## config.mk

```make
export PLATFORM = sky130hd
export DESIGN_NAME = handshake_elastic_fifo
export DESIGN_NICKNAME = d
export VERILOG_FILES = /design/src/rtl/handshake_elastic_fifo.sv
export SDC_FILE = /design/constraint.sdc
export NUM_CORES = 1
export LEC_CHECK = 0
export CAP_MARGIN = 20
export CORE_MARGIN = 5
export CORE_UTILIZATION = 35
export DETAILED_ROUTE_END_ITERATION = 6
export SYNTH_ARGS = -nofsm -noshare
export SYNTH_HDL_FRONTEND = slang
export SYNTH_SLANG_ARGS = --single-unit
```

## constraint.sdc

```tcl
create_clock -name clk -period 4.5 [get_ports clk]
set_input_delay 0.9 -clock clk [delete_from_list [all_inputs] [get_ports clk]]
set_output_delay 0.9 -clock clk [all_outputs]
set_load 0.005 [all_outputs]
```

## src/rtl/handshake_elastic_fifo.sv

```systemverilog
// rtl/handshake_elastic_fifo.sv - Registered-both-ways elastic FIFO for the handshake datapath
module handshake_elastic_fifo #(
    parameter int DATA_WIDTH = 32,
    parameter int NUM_SLOTS  = 4
) (
    input  logic                  clk,
    input  logic                  rst,
    input  logic [DATA_WIDTH-1:0] ins,
    input  logic                  ins_valid,
    output logic                  ins_ready,
    output logic [DATA_WIDTH-1:0] outs,
    output logic                  outs_valid,
    input  logic                  outs_ready
);

    localparam int PTR_W = $clog2(NUM_SLOTS);
    localparam int CNT_W = $clog2(NUM_SLOTS + 1);
    localparam logic [PTR_W-1:0] LAST_PTR = PTR_W'(NUM_SLOTS - 1);
    localparam logic [CNT_W-1:0] FULL_CNT = CNT_W'(NUM_SLOTS);

    logic [DATA_WIDTH-1:0] mem [NUM_SLOTS];
    logic [PTR_W-1:0]      head;
    logic [PTR_W-1:0]      tail;
    logic [CNT_W-1:0]      count;
    logic                  active;
    logic                  push;
    logic                  pop;

    function automatic logic [PTR_W-1:0] next_ptr(input logic [PTR_W-1:0] p);
        return (p == LAST_PTR) ? '0 : p + PTR_W'(1);
    endfunction

    // active keeps ins_ready low while reset is held and until the first edge after release
    assign ins_ready  = active && (count != FULL_CNT);
    assign outs_valid = (count != '0);
    assign outs       = mem[head];

    assign push = ins_valid && ins_ready;
    assign pop  = outs_valid && outs_ready;

    always_ff @(posedge clk or negedge rst) begin
        if (!rst) begin
            head   <= '0;
            tail   <= '0;
            count  <= '0;
            active <= 1'b0;
            for (int i = 0; i < NUM_SLOTS; i++) begin
                mem[i] <= '0;
            end
        end else begin
            active <= 1'b1;
            if (push) begin
                mem[tail] <= ins;
                tail      <= next_ptr(tail);
            end
            if (pop) begin
                head <= next_ptr(head);
            end
            if (push && !pop) begin
                count <= count + CNT_W'(1);
            end else if (pop && !push) begin
                count <= count - CNT_W'(1);
            end
        end
    end

endmodule

```

# Word level (Yosys, flattened, before mapping)
# Index checks and enable logic that the tools add are counted.
[totals]
ff_bits = 136
elab_cells = 40
output_inout_bits = 34
in_bits = 36
[classes]
eq_ne = 3
n_reduce_logical = 10
add_sub_neg = 4
bitwise = 2
n_mux = 10
n_lt_le_gt_ge = 3
[op_table]
columns = ["cell", "count"]
rows = [
  ["$bwmux W128", 1],
  ["$mux W32", 3],
  ["$bmux W32 S2", 1],
  ["$demux W32 S2", 1],
  ["$ge A3 B3 Y1 const B", 2],
  ["$logic_and A1 B1 Y1", 6],
  ["$mux W3", 2],
  ["$not A2 Y3", 2],
  ["$add A2 B1 Y2 const B", 2],
  ["$eq A2 B2 Y1 const B", 2],
  ["$mux W2", 2],
  ["$add A3 B1 Y3 const B", 1],
  ["$lt A3 B1 Y1 const B", 1],
  ["$ne A3 B3 Y1 const B", 1],
  ["$reduce_bool A3 Y1", 1],
  ["$sub A3 B1 Y3 const B", 1],
  ["$logic_not A1 Y1", 2],
  ["$reduce_bool A2 Y1", 1],
]

# Depth between registers and ports, before layout
[logic_depth]
depth_word = 7
mapped_depth = 8
depth_no_buf = 8

# Worst setup path before layout
# OpenSTA, ideal clock, no wires.
[synth_timing]
path_type = "in2reg"
from = "input ins_valid"
to = "register count[2]"
arrival_ps = 2229
setup_time_ps = 79
path_buffers = 0
stages = 8
slack_ps = 2192
path_cell_list = "nand2_1 nor2_1 ha_1 inv_1 fa_1 xor2_1 nor2_1 xor2_1"
[synth_via]
elab_chain_cells = 4
elab_cells_between_ends = 6
cone_classes = "mux (1); reduce/logical (5)"
[synth_lines]
columns = ["item", "line_no", "text"]
rows = [
  ["from (decl)", "9", "input logic ins_valid,"],
  ["$logic_and A1 B1 Y1 *", "38", "assign push = ins_valid && ins_ready;"],
  ["net push", "26", "logic push;"],
  ["$logic_not A1 Y1", "61", "end else if (pop && !push) begin"],
  ["$logic_and A1 B1 Y1", "61", ""],
  ["$reduce_bool A2 Y1 (no line)", "n/a", ""],
  ["to (signal assigned)", "60", "count <= count + CNT_W'(1);"],
  ["to (signal assigned)", "62", "count <= count - CNT_W'(1);"],
  ["to (decl)", "24", "logic [CNT_W-1:0] count;"],
]
# The timed path passes the listed nets; every way through them passes the cells marked *.
# A chain may end at the register's enable or synchronous reset.

# Final worst setup path
[layout_timing]
from = "register head[0]"
to = "output outs[6]"
[layout_via]
elab_chain_cells = 4
[layout_lines]
columns = ["item", "line_no", "text"]
rows = [
  ["from (decl)", "22", "logic [PTR_W-1:0] head;"],
  ["from (signal assigned)", "57", "head <= next_ptr(head);"],
  ["$not A2 Y3 (not written as such)", "36", "assign outs = mem[head];"],
  ["$bmux W32 S2", "36", ""],
  ["$mux W32 (not written as such) (2 in a row)", "36", ""],
  ["to (decl)", "11", "output logic [DATA_WIDTH-1:0] outs,"],
]
# Every way passes these cells. The select of a mux whose other input is x is not followed.

==> impl_metrics.sql <==
INSERT INTO impl_metrics (metric_group, metric, value, unit) VALUES
('run_status', 'run_status', 'finished clean', ''),
('clock_network', 'clockRootBuffer', 'sky130_fd_sc_hd__clkbuf_16', ''),
('global_route', 'globalRouteTotalUtil', '0.1327', ''),
('timing', 'rsz0062_at_grt', 'no', ''),
('yosys', 'ys.warnings.count', '0', ''),
('global_route', 'grt_start_max_net_pins', '115', ''),
('finish', 'fin_nets', '469', ''),
('route', 'drcViolationCount', '0', ''),
('setup_path', 'ff2ff_setup_slack', '2200', 'ps'),
('yosys', 'seq_area_frac_synth', '0.5638', ''),
('setup_path', 'required', '3600', 'ps'),
('die', 'die_y', '141.3', 'um'),
('pwr', 'max-vdd-ir-drop', '308.8', 'uV'),
('yosys', 'mappedNetlistNets', '391', ''),
('clock_network', 'cts_repair_resize_count', '0', ''),
('finish', 'fraction_of_final_layout_cells_sized_beyond_drive_strength_1', '0.4840', ''),
('clock_network', 'cts_tree', 'yes', ''),
('pwr', 'power-per-cell-area', '777.3', 'mW/mm^2'),
('timing', 'timing.final.setup_violations', '0', ''),
('finish', 'inserted_diodes', '0', ''),
('global_route', 'wire_length_of_the_first_global_routing_pass', '20150', 'um'),
('timing', 'tightestPinTransition', '960.0', 'ps'),
('route', 'final_antenna_net_count', '0', ''),
('yosys', 'avgSynthCellArea', '17.34', 'um^2'),
('timing', 'final.setup_skew', '4.662', 'ps'),
('global_route', 'overflow_left_after_global_routing', '0', ''),
('route', 'drtIter0Drc', '81', ''),
('timing', 'max_fclk', '288.8', 'MHz'),
('clock_network', 'h_tree_levels', '4', ''),
('yosys', 'dominantRegCellSynth', 'sky130_fd_sc_hd__dfrtp_1', ''),
('setup_path', 'rr_worst_depth', '6', ''),
('clock_network', 'cts-buffers-inserted', '17', ''),
('yosys', 'yosys.cell_types.count', '20', ''),
('clock_network', 'worst_skew_pair.late_latency', '420', 'ps'),
('route', 'firstDrtPassIters', '3', ''),
('yosys', 'synthCells', '348', ''),
('timing', 'final.min_clock_period', '3463', 'ps'),
('timing', 'finalCritPeriodShare', '0.7694', ''),
('die', 'design.die.area', '0.01997', 'mm^2'),
('timing', 'slew-limit-headroom', '0.3600', ''),
('setup_path', 'arrival', '2560', 'ps'),
('setup_path', 'timing.rr.end', 'count[1]', ''),
('clock_network', 'clock_sink_count', '136', ''),
('yosys', 'postSynth.asyncResetShare', '1.000', ''),
('placed_design', 'placed_cells', '631', ''),
('placed_design', 'place.gp.congestion', '0.6998', ''),
('route', 'wl_per_cell', '18.53', 'um'),
('finish', 'num-fill-cells', '1534', ''),
('global_route', 'antenna_found_initial', '0', ''),
('timing', 'totalNegativeSetupSlack', '0', 'ps'),
('setup_path', 'worstSetupStartpointType', 'register', ''),
('pwr', 'static-leakage-power', '3.108', 'nW'),
('clock_network', 'post_cts.repair.setup_buffers', '0', ''),
('setup_path', 'worstPathMaxFanout', '19', ''),
('die', 'coreArea', '0.01712', 'mm^2'),
('route', 'postRouteWirelength', '12280', 'um'),
('pwr', 'power', '5.905', 'mW'),
('setup_path', 'crit_start', 'head[0]', ''),
('setup_path', 'critical_path_class', 'register to output pin', ''),
('global_route', 'grt_pass1_vias', '3654', ''),
('yosys', 'netlist_area', '0.006036', 'mm^2'),
('finish', 'area_growth', '25.87', '%'),
('clock_network', 'cts.path.max_buffers', '2', ''),
('min_path', 'hold_class', 'input port to async pin', ''),
('route', 'vias_per_cell', '4.890', ''),
('yosys', 'flop_and_latch_count_out_of_synthesis', '136', ''),
('run', 'drv.max_cap_violation_count', '0', ''),
('placed_design', 'port-buffer-count', '69', ''),
('timing', 'hold_viol_final', '0', ''),
('die', 'num_io_pins', '70', ''),
('clock_network', 'cts_hold_repair.buffers', '0', ''),
('die', 'start_util', '0.3526', ''),
('setup_path', 'timing.critical_path.to_type', 'output pin', ''),
('route', 'route.vias.total', '3242', ''),
('clock_network', 'post_cts_clock_slew_at_the_launch_and_capture_registers_of_the_worst_setup_and_hold_paths', '60', 'ps'),
('die', 'placementRows', '48', ''),
('die', 'die_w', '141.3', 'um'),
('yosys', 'synth_enable_flop_cells', '0', ''),
('finish', 'stdcell_count', '663', ''),
('timing', 'report.final.slew_viol_count', '0', ''),
('placed_design', 'dp.final_hpwl', '7744', 'um'),
('setup_path', 'worst_r2r_startpoint', 'count[0]', '');
per-layer routing:
layer	track usage	vias to the layer above	share of wire
met5	0	-	0
met4	0.04437	0	0.010
met3	0.04179	11	0.041
met2	0.2047	53	0.47
met1	0.1789	1718	0.48
li1	-	1460	-
power by group:
group | switching [mW] | internal, mW | total [mW]
sequential | 0.418 | 1.84 | 2.25
combinational | 0.656 | 1.55 | 2.20
clock | 0.498 | 0.949 | 1.45
critical path, stage by stage (launching register included):
cell	delay (ps)
sky130_fd_sc_hd__dfrtp_2	760
sky130_fd_sc_hd__buf_4	360
sky130_fd_sc_hd__mux4_2	560
sky130_fd_sc_hd__clkdlybuf4s50_1	460
synth_stat cells (2+ instances only):
cell / instances / area (um^2)
sky130_fd_sc_hd__nor2_1: 3 / 11.26
sky130_fd_sc_hd__xor2_1: 2 / 17.52
sky130_fd_sc_hd__clkbuf_1: 3 / 11.26
sky130_fd_sc_hd__inv_1: 3 / 11.26
sky130_fd_sc_hd__dfrtp_1: 136 / 3403
sky130_fd_sc_hd__buf_6: 12 / 135.1
sky130_fd_sc_hd__nand2_1: 2 / 7.510
sky130_fd_sc_hd__mux2_2: 132 / 1486
sky130_fd_sc_hd__ha_1: 6 / 75.07
sky130_fd_sc_hd__mux4_2: 32 / 720.7
sky130_fd_sc_hd__nor3b_2: 4 / 50.05
sky130_fd_sc_hd__buf_2: 5 / 25.02
cells by family (layout without fill, tap and decap cells):
| logic type | after synthesis | after routing | share of synthesized area |
|---|---|---|---|
| AO/OA/AOI/OAI | 1 | 1 | 0.001244 |
| multiplexers | 164 | 164 | 0.3657 |
| XOR/XNOR | 3 | 3 | 0.004354 |
| buffers and inverters | 23 | 113 | 0.03026 |
| other | 1 | 1 | 0.0006213 |
| flip-flops | 136 | 136 | 0.5638 |
| AND/OR/NAND/NOR | 13 | 13 | 0.01824 |
| adder cells (fa/ha/maj) | 7 | 7 | 0.01575 |
cells in the final DEF, fill, tap and decap left out, drive strengths merged, types with 4 or more instances in the layout:
cell             n
ha               6
clkbuf          22
clkinv           4
clkdlybuf4s50   68
buf             11
bufinv           4
mux2           132
mux4            32
nor3b            5
dfrtp          136
flip-flops by register name, summed over array words and instances (netlist names):
name,cells
active,1
count,3
head,2
mem,128
tail,2
stage by stage:
step / instance area [um^2] / hold WS, ps / setup WS (ps) / utilization
2_1_floorplan: 6036 / 455.5 / 2192 / -
3_3_place_gp: 6958 / 472.9 / 1372 / 0.4065
3_5_place_dp: 6958 / 488.0 / 1337 / 0.4065
4_1_cts: 7570 / 497.9 / 935.4 / 0.4423
5_1_grt: 7597 / 470.6 / 831.7 / 0.4439
6_report: 7597 / 434.7 / 1037 / 0.4439
cell type report:
type / instances / area [um^2] / share of cell area
well taps: 225 / 281.5 / 0.03706
clock buffers: 22 / 464.2 / 0.06110
flip-flops and latches: 136 / 3406 / 0.4483
multi-input cells: 189 / 2475 / 0.3258
repair buffers: 79 / 812.0 / 0.1069
clock inverters: 9 / 147.6 / 0.01943
inverters: 3 / 11.26 / 0.001482
worst max path at each step:
stage	endpoint	slack, ps	cells past startpoint
3_3_place_gp	mem[89]	1370	5
3_5_place_dp	mem[92]	1340	5
6_report	outs[6]	1040	3
2_1_floorplan	count[2]	2190	8
5_1_grt	outs[10]	830	3
4_1_cts	outs[6]	940	3
Power figures use the tool's default switching activity.
